[src/rtl/cache_fill_fsm.sv]
// cache_fill_fsm: on a miss, read one 16-byte block from memory and write it into the cache data and tag arrays
module cache_fill_fsm #(
  parameter int BLOCK_WORDS = 8,
  parameter int MEM_LATENCY = 4
) (
  input  logic        clk,
  input  logic        rst,
  input  logic        miss_detected,
  input  logic [15:0] miss_address,
  input  logic [15:0] memory_data,
  input  logic        memory_data_valid,
  output logic        fsm_busy,
  output logic        memory_enable,
  output logic [15:0] memory_address,
  output logic        write_data_array,
  output logic [2:0]  cache_word_offset,
  output logic [15:0] cache_data,
  output logic        write_tag_array
);
  typedef enum logic {IDLE, FILL} state_t;
  state_t      r_state;
  logic [15:0] r_base;
  logic [3:0]  r_issue;
  logic [3:0]  r_recv;
  logic        w_issue;
  if (BLOCK_WORDS != 8) begin : g_bad_block
    $error("cache_fill_fsm: port widths fix BLOCK_WORDS at 8");
  end
  if (MEM_LATENCY < 1) begin : g_bad_latency
    $error("cache_fill_fsm: MEM_LATENCY must be positive");
  end
  always_ff @(posedge clk) begin
    if (rst) begin
      r_state <= IDLE;
      r_base  <= '0;
      r_issue <= '0;
      r_recv  <= '0;
    end else if (r_state == IDLE) begin
      if (miss_detected) begin
        r_state <= FILL;
        r_base  <= miss_address & 16'hFFF0;
        r_issue <= '0;
        r_recv  <= '0;
      end
    end else begin
      if (w_issue) r_issue <= r_issue + 4'd1;
      if (memory_data_valid) r_recv <= r_recv + 4'd1;
      if (write_tag_array) r_state <= IDLE;
    end
  end
  always_comb begin
    fsm_busy          = r_state == FILL;
    w_issue           = fsm_busy && r_issue < 4'(BLOCK_WORDS);
    memory_enable     = w_issue;
    memory_address    = w_issue ? r_base + {11'b0, r_issue[2:0], 1'b0} : '0;
    write_data_array  = fsm_busy && memory_data_valid;
    cache_word_offset = write_data_array ? r_recv[2:0] : '0;
    cache_data        = memory_data;
    write_tag_array   = write_data_array && r_recv == 4'(BLOCK_WORDS - 1);
  end
endmodule

[config.mk]
export PLATFORM = sky130hd
export DESIGN_NAME = cache_fill_fsm
export DESIGN_NICKNAME = d
export VERILOG_FILES = /design/src/rtl/cache_fill_fsm.sv
export SDC_FILE = /design/constraint.sdc
export NUM_CORES = 1
export LEC_CHECK = 0
export ABC_AREA = 1
export ABC_CLOCK_PERIOD_IN_PS = 850
export CAP_MARGIN = 10
export CELL_PAD_IN_SITES_DETAIL_PLACEMENT = 0
export CELL_PAD_IN_SITES_GLOBAL_PLACEMENT = 1
export CORE_UTILIZATION = 20
export CTS_CLUSTER_SIZE = 12
export DETAILED_ROUTE_END_ITERATION = 10
export GPL_TIMING_DRIVEN = 0
export HOLD_SLACK_MARGIN = 0.1
export PLACE_DENSITY = 0.78
export SKIP_CTS_REPAIR_TIMING = 1
export SLEW_MARGIN = 20
export SYNTH_ARGS = -nofsm -noshare
export SYNTH_HDL_FRONTEND = slang
export SYNTH_SLANG_ARGS = --single-unit
export TNS_END_PERCENT = 5
[constraint.sdc]
create_clock -name clk -period 0.85 [get_ports clk]
set_input_delay 0.17 -clock clk [delete_from_list [all_inputs] [get_ports clk]]
set_output_delay 0.17 -clock clk [all_outputs]
set_load 0.01 [all_outputs]
**Word-level counts from Yosys, hierarchy flattened**

Index checks and enable logic that the tools add are counted.
Widths: inputs -> output; s select.

- Logic and storage cells: 29
- Input bits: 36
- Output and inout bits: 39
- Register bits after elaboration: 21

- Add/sub/neg operators: 3
- Equal/unequal tests: 3
- $lt $le $gt $ge: 1
- Bitwise gates (word level): 1
- Muxes and demuxes: 10
- Reduce and logical (&&, ||, !) cells: 7

Operators by type and width:

| operator | count |
|---|---|
| $mux 4 | 5 |
| $add 16x4->16 | 1 |
| $mux 16 | 1 |
| $add 4x1->4 const B | 2 |
| $reduce_and 2->1 | 3 |
| $eq 4x3->1 const B | 1 |
| $lt 4x4->1 const B | 1 |
| $ne 2x2->1 const B | 2 |
| $logic_and 1x1->1 | 3 |
| $mux 1 | 3 |
| $mux 3 | 1 |
| $reduce_bool 2->1 | 1 |
| $not 1->1 | 1 |

**Longest topological paths before layout**

- Depth in word-level cells: 4
- Gate-level depth with buffers: 6
- Depth with buffers taken out: 6

**Worst setup path after synthesis**

Ideal clock, no wire load.

- Path type: register -> output
- From: reg r_state (netlist: fsm_busy)
- To: out memory_address[10]
- Data arrival time: 0.950 ns
- Path slack: -0.270 ns
- Buffers on the path: 1
- Data required time: 0.680 ns
- Stages on the path, launching flop included: 4
- Cell sequence: dfxtp_1 -> nand2_2 -> buf_2 -> nor2_1

- Cells in the longest elaborated chain, start to end: 2

RTL lines:

| element | line | source |
|---|---|---|
| from (decl) | 21 | `state_t r_state;` |
| from (signal assigned) | 34 | `r_state <= IDLE;` |
| from (signal assigned) | 40 | `r_state <= FILL;` |
| from (signal assigned) | 48 | `if (write_tag_array) r_state <= IDLE;` |
| $logic_and 1x1->1 | 53 | `w_issue = fsm_busy && r_issue < 4'(BLOCK_WORDS);` |
| $mux 16 | 55 | `memory_address = w_issue ? r_base + {11'b0, r_issue[2:0], 1'b0} : '0;` |
| to (decl) | 14 | `output logic [15:0] memory_address,` |

No other way between the ends.

**Worst setup path in the final report**

- From: reg r_state (netlist: fsm_busy)
- To: out memory_address[7]

The elaborated chain is that of the path after synthesis.

==> impl_metrics.tcl <==
set metrics [dict create \
    final_cell_mix "38 x buf_4, 21 x inv_1, 18 x a21oi_1, 16 x dfxtp_1, 14 x clkdlybuf4s50_1" \
    power.leakage_uw 0.000854 \
    globalplace.congestion 0.717 \
    rsz0062_at_grt "yes" \
    vias 1109 \
    finalHoldWorstSlack_ns 0.270 \
    ys_ff_latch 21 \
    synthAdderAreaFrac 0.0232 \
    sw_frac_of_total 0.280 \
    syn_area_mm2 0.00108 \
    drtPass1Iterations 2 \
    powerDensity_mw_per_mm2 1260 \
    setup_ws_ns -0.474 \
    start_kind "flip-flop" \
    drcViolationCount 0 \
    clkPwrFrac 0.275 \
    report.final.slew_viol_count 0 \
    cp-end-kind "primary output" \
    synth_area_per_cell_um2 7.06 \
    skew_ns 0.00142 \
    clk_latency_ns 0.26 \
    drive_gt1_frac 0.465 \
    routed_wl_um 2860 \
    synth_top_family_by_area "buffers and inverters" \
    design.die.area_mm2 0.00570 \
    grt_pass1_vias 917 \
    p_sw_uw 670 \
    hpwlAfterDp_um 2040 \
    seq_power_share 0.453 \
    io_pins 75 \
    syn_nets 191 \
    numClockSinks 21 \
    timing.fmax_ghz 0.755 \
    antenna_cells 0 \
    fin_nets 256 \
    final_common_cell "buf_4" \
    area_growth_pct 75.3 \
    antenna_found_initial 0 \
    final_util 0.368 \
    arrival_ns 1.15 \
    cts_root_buf "clkbuf_8" \
    intPower_uw 1720 \
    fin_crit_ns 1.32 \
    core_mm2 0.00514 \
    final_area_mm2 0.00189 \
    setup_viol_count_final 43 \
    status "finished, violations left" \
    htreeDepth 1 \
    drv_cap 0 \
    fp-row-count 26 \
    ys_warn_count 0 \
    fin_crit_sh 1.56 \
    synthXorXnorAreaFrac 0 \
    die_h_um 75.5 \
    seqCellArea_um2 429 \
    ys_seq_area_frac 0.389 \
    overflow 0 \
    synthMuxAreaShare 0 \
    multi_input_area_um2 520 \
    min_path_type "in -> reg" \
    yosysUniqueCellTypes 16 \
    clk_path_buf_depth 2 \
    via_per_inst 3.86 \
    final_antenna_net_count 0 \
    grt_max_degree 13 \
    grt_pass1_wl_um 4070 \
    clkTransAtPathRegs_ns 0.08 \
    syn_inst 153 \
    max-vdd-ir-drop_mv 0.834 \
    path_max_fanout 6 \
    fillers 585 \
    port_buffers 53 \
    required_ns 0.68 \
    comb_power_share 0.272 \
    drt-initial-drc-count 28 \
    start_util 0.210 \
    numCtsBuffers 3 \
    synth_compound_area_frac 0.153 \
    cts_tree "built" \
    placed_area_mm2 0.00180 \
    grt_use_total 0.0935 \
    criticalPathCategory "reg -> out" \
    pre_cts_slack_ns -0.839 \
    wl_per_cell_um 9.95 \
    synth-simple-area-share 0.178 \
    finalHoldViolations 0 \
    violations "setup timing" \
    die_w_um 75.5 \
]
## area by class of cell
cell class,count,share of cell area
clock inverter,1,0.00264
timing repair buffer,59,0.272
clock buffer,3,0.0218
multi-input combinational,84,0.275
sequential,21,0.227
buffer,22,0.100
inverter,27,0.0549
tap,70,0.0463
## critical path, stage by stage, from the launching register on
cell	delay, ns
dfxtp_4	0.44
nand2_8	0.09
clkbuf_16	0.18
nor2_4	0.08
buf_6	0.10
## routing by layer
metal,vias up,track usage,routed length (um)
met5,-,0,0
met2,44,0.156,1350
met1,476,0.124,1290
met4,0,0.00617,6
li1,587,-,-
met3,2,0.0304,207
## logic make-up (layout without fill, tap and decap cells)
group / count (synthesis) / count (layout)
buffers and inverters: 49 / 112
AND/OR/NAND/NOR: 47 / 48
AO/OA/AOI/OAI: 33 / 33
flip-flops: 21 / 21
adder cells (fa/ha/maj): 2 / 2
other: 1 / 1
## final timing paths
| kind | depth (start not counted) | startpoint | slack, ns | end |
|---|---|---|---|---|
| setup / recovery | 4 | fsm_busy$_SDFF_PP0_ | -0.47 | memory_address[7] |
| hold / removal | 2 | rst | 0.27 | r_recv[1]$_SDFFE_PP0P_ |
| setup reg to reg | 6 | fsm_busy$_SDFF_PP0_ | -0.29 | r_base[11]$_SDFFE_PP0P_ |
| hold reg to reg | 2 | r_base[4]$_SDFFE_PP0P_ | 0.46 | r_base[4]$_SDFFE_PP0P_ |
## power groups by stage
stage	combinational, uW	clock (uW)	sequential [uW]
final	651	659	1080
after global routing	713	737	1090
after CTS	627	688	1070
after detailed placement	624	0	1100
after global placement	620	0	1100
after floorplan	355	0	1090
## per-stage QoR
step	total power [uW]	setup TNS (ns)	instances
floorplan	1450	-1.32	153
global placement	1720	-24.33	276
detailed placement	1720	-24.68	276
CTS	2390	-24.55	280
global route	2540	-16.91	287
finish	2390	-13.87	287
## state kept, by name, indices dropped and copies added (netlist names)
register,cells
r_issue,4
r_base,12
r_recv,4
fsm_busy,1
## cells in the mapped netlist (all sizes together)
| cell type | instances | area [um2] |
|---|---|---|
| a21oi | 19 | 95.1 |
| ha | 2 | 25.0 |
| inv | 27 | 101 |
| clkbuf | 1 | 5.00 |
| nor2 | 25 | 93.8 |
| nor3 | 3 | 15.0 |
| dfxtp | 21 | 420 |
| buf | 21 | 166 |
| conb | 1 | 3.75 |
| o21ai | 14 | 70.1 |
| nand3 | 2 | 10.0 |
| nand2 | 16 | 67.6 |
| nand4 | 1 | 6.26 |
(Power assumes the default switching activity.)
